`config.mk`:
```
export PLATFORM = sky130hd
export DESIGN_NAME = dec_deserializer
export DESIGN_NICKNAME = d
export VERILOG_FILES = /design/src/rtl/dec_ser_pkg.sv /design/src/rtl/dec_deserializer_sync.sv /design/src/rtl/dec_deserializer.sv
export SDC_FILE = /design/constraint.sdc
export NUM_CORES = 1
export LEC_CHECK = 0
export CAP_MARGIN = 10
export CORE_UTILIZATION = 25
export DETAILED_ROUTE_END_ITERATION = 10
export HOLD_SLACK_MARGIN = 0.06
export PLACE_DENSITY = 0.43
export SETUP_SLACK_MARGIN = 0.1
export SYNTH_ARGS = -nofsm -noshare
export SYNTH_HDL_FRONTEND = slang
export SYNTH_SLANG_ARGS = --single-unit
```
`constraint.sdc`:
```
create_clock -name clk -period 3.1 [get_ports clk]
set_clock_uncertainty 0.1 [all_clocks]
set_input_delay 0.62 -clock clk [delete_from_list [all_inputs] [get_ports clk]]
set_output_delay 0.62 -clock clk [all_outputs]
set_load 0.01 [all_outputs]
```
`src/rtl/dec_ser_pkg.sv`:
```
// dec_ser_pkg: frame length and receiver state encoding shared with the decimator serializer
package dec_ser_pkg;
  localparam int DEC_WORD_W = 22;
  typedef enum logic [1:0] {WAIT_LOW, IDLE, RECV} state_t;
endpackage

```
`src/rtl/dec_deserializer_sync.sv`:
```
// dec_deserializer_sync: N-stage flop synchronizer for a bus of asynchronous inputs
module dec_deserializer_sync #(
  parameter int N_STAGES = 2,
  parameter int W = 1
) (
  input  logic         clk,
  input  logic         rst_b,
  input  logic [W-1:0] d,
  output logic [W-1:0] q
);
  logic [W-1:0] s [N_STAGES];
  always_ff @(posedge clk or negedge rst_b)
    if (!rst_b) for (int i = 0; i < N_STAGES; i++) s[i] <= '0;
    else begin
      s[0] <= d;
      for (int i = 1; i < N_STAGES; i++) s[i] <= s[i-1];
    end
  assign q = s[N_STAGES-1];
endmodule

```
`src/rtl/dec_deserializer.sv`:
```
// dec_deserializer: rebuilds framed MSB-first serial words, flags short/long frames, counts good ones
module dec_deserializer
  import dec_ser_pkg::*;
#(
  parameter int DATA_W      = DEC_WORD_W,
  parameter int SYNC_STAGES = 0,
  parameter int CNT_W       = 16
) (
  input  logic              clk,
  input  logic              rst_b,
  input  logic              ser_i,
  input  logic              frame_sync_i,
  input  logic              clr_i,
  output logic [DATA_W-1:0] data_o,
  output logic              valid_strobe,
  output logic              err_short,
  output logic              err_long,
  output logic              err_sticky,
  output logic [CNT_W-1:0]  frame_cnt
);
  localparam int BW = $clog2(DATA_W + 1);
  logic ser, fs;
  generate
    if (SYNC_STAGES > 0) begin : g_sync
      dec_deserializer_sync #(.N_STAGES(SYNC_STAGES), .W(2)) u_sync (
        .clk  (clk),
        .rst_b(rst_b),
        .d    ({ser_i, frame_sync_i}),
        .q    ({ser, fs})
      );
    end else begin : g_bypass
      assign ser = ser_i;
      assign fs  = frame_sync_i;
    end
  endgenerate
  state_t state, state_nx;
  logic [DATA_W-1:0] sr;
  logic [BW-1:0] cnt;
  logic full, good, short_e, long_e;
  assign full = cnt == BW'(DATA_W);
  always_comb begin
    good     = state == RECV && !fs && full;
    short_e  = state == RECV && !fs && !full;
    long_e   = state == RECV && fs && full;
    state_nx = state == WAIT_LOW ? (fs ? WAIT_LOW : IDLE) :
               state == IDLE     ? (fs ? RECV : IDLE) :
               long_e            ? WAIT_LOW :
               fs                ? RECV : IDLE;
  end
  always_ff @(posedge clk or negedge rst_b)
    if (!rst_b) state <= WAIT_LOW;
    else state <= state_nx;
  always_ff @(posedge clk or negedge rst_b)
    if (!rst_b) begin
      sr           <= '0;
      cnt          <= '0;
      data_o       <= '0;
      valid_strobe <= 1'b0;
      err_short    <= 1'b0;
      err_long     <= 1'b0;
      err_sticky   <= 1'b0;
      frame_cnt    <= '0;
    end else begin
      sr           <= (state != WAIT_LOW && fs) ? {sr[DATA_W-2:0], ser} : sr;
      cnt          <= (state == IDLE && fs) ? BW'(1) : (state == RECV && fs && !full) ? cnt + 1'b1 : cnt;
      data_o       <= good ? sr : data_o;
      valid_strobe <= good;
      err_short    <= short_e;
      err_long     <= long_e;
      err_sticky   <= short_e | long_e | (err_sticky & ~clr_i);
      frame_cnt    <= (clr_i ? '0 : frame_cnt) + CNT_W'(good);
    end
endmodule

```
==> flow_summary.toml, run 1 <==
[timing]
report.final.hold_viol_count = 0
finalSetupTns_ns = 0
relative_slew_slack_pct = 39.1
post-route-min-period_ns = 2.69
max_clock_freq_mhz = 372
final_max_slew_viol_count = 0
whs_ns = 0.321
worst_slew_pin_slew_ns = 0.914
rsz0062_at_grt = "no"
finalCritPeriodShare_pct = 86.7
setup_viol = 0

[clock_network]
tritoncts = "built"
clock-sinks = 71
postCtsSetupBuffers = 0
clock_latency_on_the_worst_skew_pair_ns = 0.33
clock-root-buffer = "clkbuf_16"
post_cts_resized = 0
cts.reportedPaths.clkPinSlew_ns = 0.06
h-tree-depth = 3
cts_made_buffers = 9
postCtsHoldBufs = 0
cts_buffer_depth = 2

[synthesis]
xor_and_xnor_area_share_after_synthesis_pct = 3.28
ys_seq_area_share_pct = 60.4
mappedNetlistArea_um2 = 2940
synth_cell_type_count = 36
synth_compound_gate_area_share_pct = 3.40
synthesis.nets = 231
syn_avg_cell_area_um2 = 13.3
synth_ff_type = "dfrtp_1"
postSynthCellCount = 222
ys_ff_latch = 71
yosys_warnings = 0
synthSimpleGateAreaFrac_pct = 11.9
synth_top_family_by_area = "multiplexers"
synth_edf_count = 0
post_synth_mux_area_share_pct = 17.6
synthArstFlopShare_pct = 100
synth_fa_ha_area_share_pct = 1.70

[final_layout]
number_of_nets_in_the_final_layout = 285
n_fill_cell = 1187
area_occupied_by_multi_input_gates_um2 = 1120
area.sequential_um2 = 1780
post_route_cells_drive_above_1_share_pct = 25.3
n_antenna_cell = 0
area_delta_synth_final_pct = 32.1

[critical_path]
critPathSlowestCell = "or4_1"
critical_path.most_common_cell = "ha_1"
path_cells = "inv_1, ha_1, nand4b_1, nor3_4, ha_1, nand2_1, or3_4, or4_1, a21oi_1"
setup.worst_path.end_class = "flop"
worst-path-max-fanout = 5
stage_delay_of_the_slowest_cell_on_the_critical_path_ns = 0.48
critical_path.startpoint_type = "flop"
worst-setup-path-type = "reg2reg"
cp.arrival_ns = 2.85
critical_path_required_ns = 3.26

[power_and_ir_drop]
static-leakage-power_uw = 0.00173
pwr-share-seq_pct = 49.4
power.switching_fraction_pct = 25.6
fin_total_pwr_uw = 2400
peak_ir_drop_on_the_vdd_network_mv = 0.253
power_frac_comb_pct = 9.1
p_clk_share_pct = 41.5
internal-power_uw = 1780
power.density_nw_per_um2 = 617
total_switching_power_uw = 614

[floorplan]
io_pins = 47
placeableCoreArea_um2 = 11400
dieHeight_um = 110
floorplan.die_area_um2 = 12200
rows = 39
initial_utilization_pct = 25.8
overall_die_width_um = 110

[outcome]
status = "complete, no violations"

[routing]
drt-wirelength-per-cell_um = 13.6
pre_repair_dr_iteration_count = 4
via_per_inst = 4.44
totalWireLength_um = 5780
route.antenna.remaining_nets = 0
drt_drc_violations_left = 0
route.vias.total = 1883
drt_first_iter_violations = 58

[global_route]
grt_pass1_wl_um = 9870
number_of_global_route_vias_before_repair = 1950
globalRoute.totalOverflow = 0
antenna_found_initial = 0
gr-usage-all-layers_pct = 10.3
grt_max_degree = 72

[placement]
place.detailed.hpwl_um = 3700
gp_congestion = 0.747
buffer_ports.inserted = 46

[min_path]
timing.hold.worst.class = "in2async"

[job]
cap_viol_max_count = 0
## worst max-delay path, delay by kind of cell (launching register included)
family          cells  cell delay, ns
fa+ha+maj           2            0.39
buf+inv             1            0.10
compound gates      1            0.15
simple gates        5            1.49
flops               1            0.39
## metrics by stage
step / instance area [um2] / util [%] / instances / worst slack [ns]
2_1_floorplan: 2940 / - / 222 / 0.271
3_3_place_gp: 3590 / 31.5 / 408 / 0.170
3_5_place_dp: 3590 / 31.5 / 408 / 0.138
4_1_cts: 3880 / 34.0 / 424 / 0.387
5_1_grt: 3880 / 34.0 / 424 / 0.179
6_report: 3880 / 34.0 / 424 / 0.412
## registers in the layout (all words and copies together) (netlist names)
register and cells:
err_sticky 1, data_o 22, sr 22, valid_strobe 1, err_short 1, state 2, err_long 1, cnt 5
frame_cnt 16
## power groups by stage
| stage | logic [uW] | clock network, uW | registers [uW] |
|---|---|---|---|
| 6_report | 218 | 995 | 1180 |
| 5_1_grt | 247 | 1070 | 1210 |
| 4_1_cts | 224 | 1040 | 1180 |
| 3_5_place_dp | 224 | 0 | 1200 |
| 3_3_place_gp | 218 | 0 | 1200 |
| 2_1_floorplan | 170 | 0 | 1160 |
## layer usage
metal	up-vias	part of all wire, %	track usage [%]
met2	38	45	15.4
li1	903	-	-
met3	8	4.2	3.29
met4	0	1.4	4.53
met5	-	0	0
met1	934	50	13.5
## area by class of cell
class / instances / area share, %
inverter: 5 / 0.483
multi-input combinational: 138 / 28.9
timing repair buffer: 51 / 12.8
clock inverter: 6 / 1.38
tap: 143 / 4.61
sequential: 71 / 45.7
clock buffer: 10 / 6.15
## synth_stat cells, types with 2 or more instances
| library cell | number | share of area [%] |
|---|---|---|
| nor3_1 | 6 | 1.0 |
| nand2_1 | 13 | 1.7 |
| inv_1 | 5 | 0.64 |
| clkbuf_1 | 5 | 0.64 |
| buf_2 | 3 | 0.51 |
| xor2_1 | 2 | 0.60 |
| nor2b_1 | 4 | 0.85 |
| o2bb2ai_1 | 2 | 0.60 |
| nand4_1 | 2 | 0.43 |
| dfrtp_1 | 71 | 60 |
| a21oi_1 | 3 | 0.51 |
| nor4_1 | 6 | 1.3 |
| nand4b_1 | 2 | 0.60 |
| ha_1 | 4 | 1.7 |
| xnor2_1 | 9 | 2.7 |
| nor2_1 | 16 | 2.0 |
| o21ai_0 | 2 | 0.34 |
| mux2_2 | 45 | 17 |
| nand3_1 | 5 | 0.85 |
## worst paths after layout
path                        start       endpoint  slack [ns]  cells after the start
max in group asynchronous   rst_b   frame_cnt[2]        1.99                      1
max reg2reg                cnt[0]  frame_cnt[15]        0.41                      9
min reg2reg                sr[21]     data_o[21]        0.41                      1
min                         rst_b         cnt[1]        0.32                      1
max                        cnt[0]  frame_cnt[15]        0.41                      9
min in group clk           sr[21]     data_o[21]        0.41                      1
## layout by cell type, fill, tap and decap left out, drive strengths merged, types with 2 or more instances in the layout
cell type | synthesis | routed
mux2 | 45 | 45
xnor2 | 9 | 9
inv | 5 | 7
nand4 | 2 | 2
o2bb2ai | 2 | 2
clkbuf | 5 | 10
nand3 | 5 | 5
nand4b | 3 | 3
xor2 | 2 | 2
dfrtp | 71 | 71
or3 | 2 | 2
a21oi | 3 | 3
nor2b | 4 | 4
buf | 3 | 6
nor4 | 6 | 6
nand2 | 13 | 13
nor2 | 16 | 16
nor3 | 7 | 7
clkinv | 0 | 3
ha | 4 | 4
clkdlybuf4s50 | 0 | 45
o21ai | 3 | 3
## cell families (layout without fill, tap and decap cells)
group                    count (synthesis)  after routing
adder cells (fa/ha/maj)                  4              4
buffers and inverters                   13             72
AO/OA/AOI/OAI                           14             14
multiplexers                            46             46
flip-flops                              71             71
XOR/XNOR                                11             11
AND/OR/NAND/NOR                         63             63
Power figures use the tool's default switching activity.
==> run 2: changes to the inputs <==
--- a/config.mk
+++ b/config.mk
@@ -5,7 +5,6 @@
 export SDC_FILE = /design/constraint.sdc
 export NUM_CORES = 1
 export LEC_CHECK = 0
-export CAP_MARGIN = 10
 export CORE_UTILIZATION = 25
 export DETAILED_ROUTE_END_ITERATION = 10
 export HOLD_SLACK_MARGIN = 0.06
==> results of run 2 <==
The final DEF is identical to that of run 1; final timing and power are the same.
==> run 3: changes to the inputs <==
--- a/config.mk
+++ b/config.mk
@@ -5,11 +5,12 @@
 export SDC_FILE = /design/constraint.sdc
 export NUM_CORES = 1
 export LEC_CHECK = 0
-export CORE_UTILIZATION = 25
+export CORE_UTILIZATION = 53
 export DETAILED_ROUTE_END_ITERATION = 10
 export HOLD_SLACK_MARGIN = 0.06
-export PLACE_DENSITY = 0.43
+export PLACE_DENSITY = 0.79
 export SETUP_SLACK_MARGIN = 0.1
 export SYNTH_ARGS = -nofsm -noshare
 export SYNTH_HDL_FRONTEND = slang
+export SYNTH_HIERARCHICAL = 1
 export SYNTH_SLANG_ARGS = --single-unit
==> run 3 against run 2 <==
  * Core utilization increased by 36 points
  * Global-route usage increased by 9.5 points
  * Critical path depth unchanged
  * Via count decreased by 0.64%
  * Cell count decreased by 17%
  * Worst hold slack got worse by 0.077 ns
  * Critical path type unchanged
  * Largest cell class unchanged
  * Largest power group unchanged
==> flow_summary.toml, run 3 <==
[placement]
place.detailed.hpwl_um = 3270
place.detailed.instances = 335
gp_congestion = 0.826
buffer_ports.inserted = 46
post_dp_cell_area_um2 = 3500
dp_worst_setup_slack_ns = 0.212

[final_layout]
post_route_cells_drive_above_1_share_pct = 24.6
reg_top3 = "data_o x22, sr x22, frame_cnt x16"
n_fill_cell = 387
fin_area_um2 = 3690
most_common_cell_after_layout_fill_and_taps_aside = "dfrtp_1"
number_of_nets_in_the_final_layout = 285
finish.utilization_pct = 70.4
area_occupied_by_multi_input_gates_um2 = 1120
n_antenna_cell = 0
instances_no_fill = 351
area_delta_synth_final_pct = 25.4
mostFrequentLayoutCells = "dfrtp_1 (71), mux2_2 (45), clkdlybuf4s50_1 (45), nor2_1 (16), nand2_1 (13)"
area.sequential_um2 = 1780

[global_route]
globalRoute.totalOverflow = 0
gr-usage-all-layers_pct = 19.8
grt_max_degree = 36
antenna_found_initial = 0
number_of_global_route_vias_before_repair = 1897
grt_pass1_wl_um = 8910

[clock_network]
postCtsHoldBufs = 0
clock-sinks = 71
postCtsSetupBuffers = 0
post_cts_resized = 0
h-tree-depth = 3
clock_latency_on_the_worst_skew_pair_ns = 0.33
cts.reportedPaths.clkPinSlew_ns = 0.07
clock-root-buffer = "clkbuf_8"
cts_made_buffers = 9
cts_buffer_depth = 2
tritoncts = "built"

[routing]
pre_repair_dr_iteration_count = 3
route.vias.total = 1871
drt-wirelength-per-cell_um = 14.0
drt_first_iter_violations = 75
totalWireLength_um = 4910
drt_drc_violations_left = 0
via_per_inst = 5.33
route.antenna.remaining_nets = 0

[critical_path]
worst-setup-path-type = "reg2reg"
setup.worst_path.end_class = "flop"
r2r_cells = 9
cp.arrival_ns = 2.84
worst-path-max-fanout = 5
critical_path_required_ns = 3.26
critical_path.startpoint_type = "flop"

[job]
cap_viol_max_count = 0

[timing]
max_clock_freq_mhz = 372
report.final.hold_viol_count = 0
post_route_setup_slack_ns = 0.414
relative_slew_slack_pct = 25.1
finalCritPeriodShare_pct = 86.6
final_max_slew_viol_count = 0
post-route-min-period_ns = 2.69
worst_slew_pin_slew_ns = 1.12
finalSetupTns_ns = 0
setup_viol = 0
rsz0062_at_grt = "no"

[floorplan]
floorplan.die_area_um2 = 5850
io_pins = 47
initial_utilization_pct = 56.2
overall_die_width_um = 76.5
rows = 26
dieHeight_um = 76.5
placeableCoreArea_um2 = 5240

[power_and_ir_drop]
power.density_nw_per_um2 = 571
pwr-share-seq_pct = 56.1
peak_ir_drop_on_the_vdd_network_mv = 0.413
power.switching_fraction_pct = 24.3
internal-power_uw = 1590
p_clk_share_pct = 33.5
static-leakage-power_uw = 0.00169
power_frac_comb_pct = 10.4
total_switching_power_uw = 512

[synthesis]
synth_edf_count = 0
synthesis.nets = 231
synth_cell_type_count = 36
ranking_of_synthesized_cells_by_area = "dfrtp_1 (60%), mux2_2 (17%), xnor2_1 (2.7%), nor2_1 (2.0%), ha_1 (1.7%)"
postSynthCellCount = 222
ys_seq_area_share_pct = 60.4
syn_avg_cell_area_um2 = 13.3
synth.most_common_cell = "dfrtp_1"
post-synth-top-area-fraction_pct = 60.4
yosys.area.top_type = "dfrtp_1"
netlist_top_cells_count = "dfrtp_1 (71), mux2_2 (45), nor2_1 (16)"
mappedNetlistArea_um2 = 2940
ys_ff_latch = 71
yosys_warnings = 6
synthArstFlopShare_pct = 100
synth_ff_type = "dfrtp_1"

[min_path]
timing.hold.worst.class = "in2async"

[outcome]
status = "complete, no violations"
==> run 3: changes by cell type in the layout (fill, tap and decap cells not counted), sizes merged <==
cell	delta
clkinvlp	-1
clkbuf	+2
bufinv	+1
inv	-2
==> run 3: worst max-delay path, stage by stage, from the launching register on <==
cell      delay (ns)
dfrtp_1         0.41
inv_1           0.10
ha_1            0.18
nand4b_1        0.20
nor3_4          0.23
ha_1            0.22
nand2_1         0.13
or3_4           0.42
or4_1           0.47
a21oi_1         0.15
==> run 3: area by class of cell <==
type / instances / share of cell area [%]
well taps: 70 / 2.37
multi-input cells: 138 / 30.4
clock inverters: 4 / 1.22
repair buffers: 51 / 13.4
inverters: 5 / 0.509
flip-flops and latches: 71 / 48.2
clock buffers: 12 / 3.93
==> run 3: cell families after synthesis <==
kind of cell	share of synthesized area (%)
and+or+nand+nor	11.9
buffers and inverters	1.79
muxes	17.6
xor gates and xnor gates	3.28
adders and majority gates	1.70
DFF	60.4
AOI/OAI and AO/OA	3.40
==> run 3: routing by layer <==
metal  vias to the layer above  part of all wire (%)  wire length, um  GRT usage, %
met5                         -                     0                0             0
met3                         6                   3.8              185          7.07
li1                        900                     -                -             -
met4                         0                   1.4               68          8.27
met1                       926                    48             2350          25.6
met2                        39                    47             2300          30.4
==> run 3: stage by stage <==
stage / hold WS (ns) / power, uW
floorplan: 0.224 / 1330
global placement: 0.382 / 1400
detailed placement: 0.389 / 1410
CTS: 0.262 / 2130
global route: 0.297 / 2220
finish: 0.244 / 2110
==> run 3: worst paths after layout <==
| path | from | to | slack, ns |
|---|---|---|---|
| max in group asynchronous | rst_b | data_o[12] | 1.82 |
| min | rst_b | err_long | 0.24 |
| min in group clk | err_sticky | err_sticky | 0.40 |
| max | cnt[0] | frame_cnt[15] | 0.41 |
| min reg2reg | err_sticky | err_sticky | 0.40 |
| max reg2reg | cnt[0] | frame_cnt[15] | 0.41 |
==> run 3: power groups by stage <==
stage | combinational [uW] | clock [uW] | sequential (uW)
6_report | 218 | 706 | 1180
2_1_floorplan | 170 | 0 | 1160
5_1_grt | 244 | 766 | 1210
3_3_place_gp | 211 | 0 | 1190
4_1_cts | 223 | 729 | 1180
3_5_place_dp | 220 | 0 | 1190
